### src/rtl/wb_picorv_bridge.sv
// wb_picorv_bridge: PicoRV32 native memory port to pipelined Wishbone master.
// One outstanding request at a time. An address-range check, a bus-cycle
// timeout and first-fault capture all report through a single error event.
module wb_picorv_bridge #(
    parameter int          AW             = 30,
    parameter int          TIMEOUT_CYCLES = 1023,
    parameter logic [31:0] ERR_DATA       = 32'hDEADBEEF
) (
    input  logic          i_clk,
    input  logic          i_reset_n,
    input  logic          i_mem_valid,
    input  logic          i_mem_instr,
    input  logic [31:0]   i_mem_addr,
    input  logic [31:0]   i_mem_wdata,
    input  logic [3:0]    i_mem_wstrb,
    output logic          o_mem_ready,
    output logic [31:0]   o_mem_rdata,
    output logic          o_wb_cyc,
    output logic          o_wb_stb,
    output logic          o_wb_we,
    output logic [AW-1:0] o_wb_addr,
    output logic [31:0]   o_wb_data,
    output logic [3:0]    o_wb_sel,
    input  logic          i_wb_stall,
    input  logic          i_wb_ack,
    input  logic [31:0]   i_wb_data,
    input  logic          i_wb_err,
    output logic          o_err_irq,
    output logic          o_fault_valid,
    output logic [31:0]   o_fault_addr,
    output logic          o_fault_instr,
    input  logic          i_fault_clear
);

    // Counter is wide enough to hold TIMEOUT_CYCLES; keep one bit when timeout is disabled.
    localparam int CW = (TIMEOUT_CYCLES > 0) ? $clog2(TIMEOUT_CYCLES + 1) : 1;
    // Byte-address bits above the Wishbone window; empty when AW covers the full 32-bit space.
    localparam logic [31:0] HI_MASK = (AW >= 30) ? 32'h0 : ~((32'h1 << (AW + 2)) - 32'h1);

    typedef enum logic [1:0] {S_IDLE, S_BUS, S_DONE} state_t;

    state_t          r_state;
    logic [31:0]     r_req_addr;
    logic            r_req_instr;
    logic [CW-1:0]   r_tmo_cnt;

    logic            w_oor;
    logic            w_timeout;
    logic            w_bus_fail;
    logic            w_req_fail;
    logic            w_err_evt;
    logic [31:0]     w_evt_addr;
    logic            w_evt_instr;

    assign o_wb_addr   = r_req_addr[AW+1:2];
    assign w_oor       = |(i_mem_addr & HI_MASK);
    // The counter started at 0 on the first cyc cycle, so T-1 means this is the T-th cycle.
    assign w_timeout   = (TIMEOUT_CYCLES != 0) && o_wb_cyc && (r_tmo_cnt == CW'(TIMEOUT_CYCLES - 1));
    // Error beats ack when both arrive together.
    assign w_bus_fail  = (r_state == S_BUS) && (i_wb_err || w_timeout);
    assign w_req_fail  = (r_state == S_IDLE) && i_mem_valid && w_oor;
    assign w_err_evt   = w_bus_fail || w_req_fail;
    // A range fault is reported straight from the request; bus faults from the latched request.
    assign w_evt_addr  = (r_state == S_IDLE) ? i_mem_addr  : r_req_addr;
    assign w_evt_instr = (r_state == S_IDLE) ? i_mem_instr : r_req_instr;

    // Bus-cycle timeout counter: cleared while idle, saturating while cyc is high.
    always_ff @(posedge i_clk or negedge i_reset_n) begin
        if (!i_reset_n)
            r_tmo_cnt <= '0;
        else if (!o_wb_cyc)
            r_tmo_cnt <= '0;
        else if (r_tmo_cnt != CW'(TIMEOUT_CYCLES))
            r_tmo_cnt <= r_tmo_cnt + CW'(1);
    end

    // Request FSM: IDLE accepts, BUS runs the Wishbone cycle, DONE gives the core a cycle to drop valid.
    always_ff @(posedge i_clk or negedge i_reset_n) begin
        if (!i_reset_n) begin
            r_state     <= S_IDLE;
            r_req_addr  <= '0;
            r_req_instr <= 1'b0;
            o_mem_ready <= 1'b0;
            o_mem_rdata <= '0;
            o_wb_cyc    <= 1'b0;
            o_wb_stb    <= 1'b0;
            o_wb_we     <= 1'b0;
            o_wb_data   <= '0;
            o_wb_sel    <= '0;
            o_err_irq   <= 1'b0;
        end else begin
            case (r_state)
                S_IDLE: begin
                    if (i_mem_valid) begin
                        if (w_oor) begin
                            o_mem_ready <= 1'b1;
                            o_mem_rdata <= ERR_DATA;
                            o_err_irq   <= 1'b1;
                            r_state     <= S_DONE;
                        end else begin
                            r_req_addr  <= i_mem_addr;
                            r_req_instr <= i_mem_instr;
                            o_wb_we     <= |i_mem_wstrb;
                            o_wb_sel    <= (|i_mem_wstrb) ? i_mem_wstrb : 4'hF;
                            o_wb_data   <= i_mem_wdata;
                            o_wb_cyc    <= 1'b1;
                            o_wb_stb    <= 1'b1;
                            r_state     <= S_BUS;
                        end
                    end
                end
                S_BUS: begin
                    if (o_wb_stb && !i_wb_stall)
                        o_wb_stb <= 1'b0;
                    if (w_bus_fail || i_wb_ack) begin
                        o_wb_cyc    <= 1'b0;
                        o_wb_stb    <= 1'b0;
                        o_mem_ready <= 1'b1;
                        o_mem_rdata <= w_bus_fail ? ERR_DATA : i_wb_data;
                        o_err_irq   <= w_bus_fail;
                        r_state     <= S_DONE;
                    end
                end
                default: begin
                    o_mem_ready <= 1'b0;
                    o_err_irq   <= 1'b0;
                    r_state     <= S_IDLE;
                end
            endcase
        end
    end

    // First-fault latch: a new error captured in the clear cycle wins over the clear.
    always_ff @(posedge i_clk or negedge i_reset_n) begin
        if (!i_reset_n) begin
            o_fault_valid <= 1'b0;
            o_fault_addr  <= '0;
            o_fault_instr <= 1'b0;
        end else if (w_err_evt && (!o_fault_valid || i_fault_clear)) begin
            o_fault_valid <= 1'b1;
            o_fault_addr  <= w_evt_addr;
            o_fault_instr <= w_evt_instr;
        end else if (i_fault_clear) begin
            o_fault_valid <= 1'b0;
        end
    end

endmodule
### config.mk
export PLATFORM = sky130hd
export DESIGN_NAME = wb_picorv_bridge
export DESIGN_NICKNAME = d
export VERILOG_FILES = /design/src/rtl/wb_picorv_bridge.sv
export SDC_FILE = /design/constraint.sdc
export NUM_CORES = 1
export LEC_CHECK = 0
export ABC_AREA = 1
export CAP_MARGIN = 20
export CORE_UTILIZATION = 40
export DETAILED_ROUTE_END_ITERATION = 10
export MAX_ROUTING_LAYER = met4
export PLACE_DENSITY = 0.75
export SLEW_MARGIN = 10
export SYNTH_ARGS = -nofsm -noshare
export SYNTH_HDL_FRONTEND = slang
export SYNTH_SLANG_ARGS = --single-unit
### constraint.sdc
create_clock -name i_clk -period 1.5 [get_ports i_clk]
set_input_delay 0.375 -clock i_clk [delete_from_list [all_inputs] [get_ports i_clk]]
set_output_delay 0.375 -clock i_clk [all_outputs]
set_load 0.01 [all_outputs]
==> impl_metrics.csv <==
group,metric,value,unit
run_status,status,"finished with violations",
run_status,violations,"negative setup slack",
clocking,cts_buffer_depth,2,
sta,fin_crit_sh,1.209,
die,die_h,130.3,um
layout,final_core_util,0.6778,
sta,slew_violations,0,
layout,drive_above_1_share,0.2483,
global_route,grt_overflow,0,
detailed_routing,drt-vias-per-instance,4.987,
layout,layout_commonest_cell,"nand2_1",
sta,fin_skew,0.01009,ns
die,start_util,0.4112,
clocking,cts_root_buf,"clkbuf_16",
global_route,grt_max_degree,38,
hold_path,hold_path.class,"primary input to asynchronous set/reset pin",
layout,final_cell_count_no_fill,1225,
die,core-area,0.01600,sq mm
clocking,numCtsBuffers,17,
synthesis,synth_warnings,0,
die,row_count,46,
detailed_routing,drt_wl_total,21090,um
placed_design,place_area,0.009361,sq mm
synthesis,syn_nets,818,
synthesis,synth_edf_count,0,
run,cap_violations,0,
detailed_routing,vias,6109,
clocking,h-tree-depth,4,
setup_path,ff2ff_setup_slack,-0.31,ns
setup_path,crit_path_end_kind,"flop",
placed_design,dpl.hpwl,12470,um
synthesis,ys.flop_type,"dfrtp_1",
clocking,cts_tree,"done",
synthesis,yosysUniqueCellTypes,32,
power,power.total,22.94,mW
placed_design,gp_congestion,0.8068,
power,power_density,2115,mW/mm^2
sta,worst_slack,-0.3134,ns
synthesis,netlist_area,0.006580,sq mm
detailed_routing,drc_errors,0,
clocking,insertion_delay,0.42,ns
die,die-area,0.01697,sq mm
global_route,grt_pass1_vias,6049,
setup_path,worstPathRequired,1.78,ns
clocking,clkTransAtPathRegs,0.07,ns
synthesis,synth_seq_cells,152,
sta,hold_viol,0,
global_route,grtUsageTotal,0.2509,
synthesis,synth_seq_area_share,0.5781,
layout,layout_common_cells,"nand2_1, dfrtp_1, clkdlybuf4s50_1",
detailed_routing,drtIter0Drc,474,
setup_path,cp.arrival,2.09,ns
placed_design,portBuffers,244,
power,irDropWorstVdd,0.001185,V
layout,stdcell_area,0.01085,sq mm
clocking,cts.sinks,152,
setup_path,worstSetupStartpointType,"flop",
power,p_leak,5.204,nW
setup_path,crit_fanout,4,
detailed_routing,drtAntennaViolNets,0,
global_route,grt_pass1_wl,31160,um
sta,rsz0062_at_grt,"yes",
die,die_w,130.3,um
sta,fin_crit,1.813,ns
synthesis,syn_inst,708,
sta,finalSetupViolCount,81,
sta,slew_headroom,0.7036,
layout,syn2layout_area_growth,64.82,%
sta,timing.fmax,551.4,MHz
placed_design,place_inst,1156,
die,io_pins,245,
setup_path,critPathKind,"flop to flop",
layout,nets,1105,
synthesis,avgSynthCellArea,9.294,sq um
detailed_routing,post_drt_wl_per_cell,17.22,um
detailed_routing,dr.pass1.iters,4,
placed_design,place_ws,-0.2712,ns
global_route,antenna_found_initial,2,
synthesis,async_flop_share,1.000,
sta,worst_slew_pin_slew,0.4441,ns
==> critical path: stages, from the launching register on <==
cell and delay, ns:
dfrtp_1 0.43, buf_6 0.13, buf_6 0.09, nand3_1 0.17, nor2_2 0.30, o21ai_1 0.16, inv_1 0.12, nand2_1 0.06
o21ai_0 0.12, nor2_1 0.10
==> cells in the mapped netlist, types with 7 or more instances <==
master | instances | share of area
a21boi_0 | 26 | 0.030
o21ai_1 | 40 | 0.030
inv_1 | 13 | 0.0074
clkbuf_1 | 20 | 0.011
o21ai_2 | 22 | 0.029
mux2i_1 | 7 | 0.011
buf_2 | 7 | 0.0053
a21oi_1 | 25 | 0.019
dfrtp_1 | 152 | 0.58
buf_6 | 10 | 0.017
o21ai_0 | 38 | 0.029
nand2_1 | 267 | 0.15
nor2_1 | 21 | 0.012
buf_4 | 30 | 0.034
==> flip-flops by register name (all words and copies together) (netlist names) <==
name           flops
r_req_instr        1
o_mem_ready        1
o_fault_valid      1
o_wb_cyc           1
o_wb_sel           4
o_wb_we            1
r_req_addr        32
o_mem_rdata       32
o_fault_addr      32
o_wb_stb           1
o_fault_instr      1
r_tmo_cnt         10
o_err_irq          1
r_state            2
o_wb_data         32
==> worst paths after layout <==
path                                       end    startpoint  depth (start not counted)
worst min register to register    o_wb_data[4]  o_wb_data[4]                          2
worst min-delay path            r_req_addr[12]     i_reset_n                          2
max in group asynchronous         o_wb_data[6]     i_reset_n                          3
worst max-delay path              r_tmo_cnt[7]  r_tmo_cnt[1]                          9
min in group i_clk                o_wb_data[4]  o_wb_data[4]                          2
worst max register to register    r_tmo_cnt[7]  r_tmo_cnt[1]                          9
==> what timing repair did <==
item / CTS / global route
hold buffers: 1 / 0
endpoints found under the setup margin: 213 / 202
gates cloned: 8 / 3
gates resized for setup: 254 / 140
endpoints found under the hold margin: 22 / 0
setup buffers: 20 / 8
pin swaps: 12 / 13
==> layer usage <==
layer  global-route usage  part of all wire  routed length, um
met5                    -                 0                  0
met4               0.1101             0.030                642
met3              0.06191             0.063               1322
met2               0.3996              0.50              10560
met1               0.3021              0.41               8565
==> where the power goes <==
group	switching [mW]	leakage [nW]	internal [mW]
clock	1.72	0.314	3.08
sequential	1.28	1.89	5.97
combinational	5.63	3.00	5.26
total	8.63	5.20	14.3
==> cells by family (layout without fill, tap and decap cells) <==
group	count (synthesis)	after routing	synth area share
AO/OA/AOI/OAI	156	156	0.1434
XOR/XNOR	2	2	0.002663
adder cells (fa/ha/maj)	2	2	0.003802
buffers and inverters	84	383	0.07777
flip-flops	152	152	0.5781
multiplexers	8	8	0.01236
other	0	2	0
AND/OR/NAND/NOR	304	304	0.1820
==> layout make-up <==
| cell class | count | area [sq um] |
|---|---|---|
| Antenna cell | 2 | 5.005 |
| Clock buffer | 20 | 466.7 |
| Clock inverter | 11 | 195.2 |
| Fill cell | 1234 | 5155 |
| Inverter | 17 | 68.82 |
| Multi-Input combinational cell | 472 | 2658 |
| Sequential cell | 152 | 3804 |
| Tap cell | 216 | 270.3 |
| Timing Repair Buffer | 335 | 3378 |
==> per-stage QoR <==
step,hold slack [ns],TNS (ns)
after detailed placement,0.2695,-19.85
after global routing,0.3912,-16.53
after floorplan,0.07941,-0.4084
final,0.3781,-12.45
after CTS,0.3834,-9.155
after global placement,0.2661,-17.74
Power figures use the tool's default switching activity.
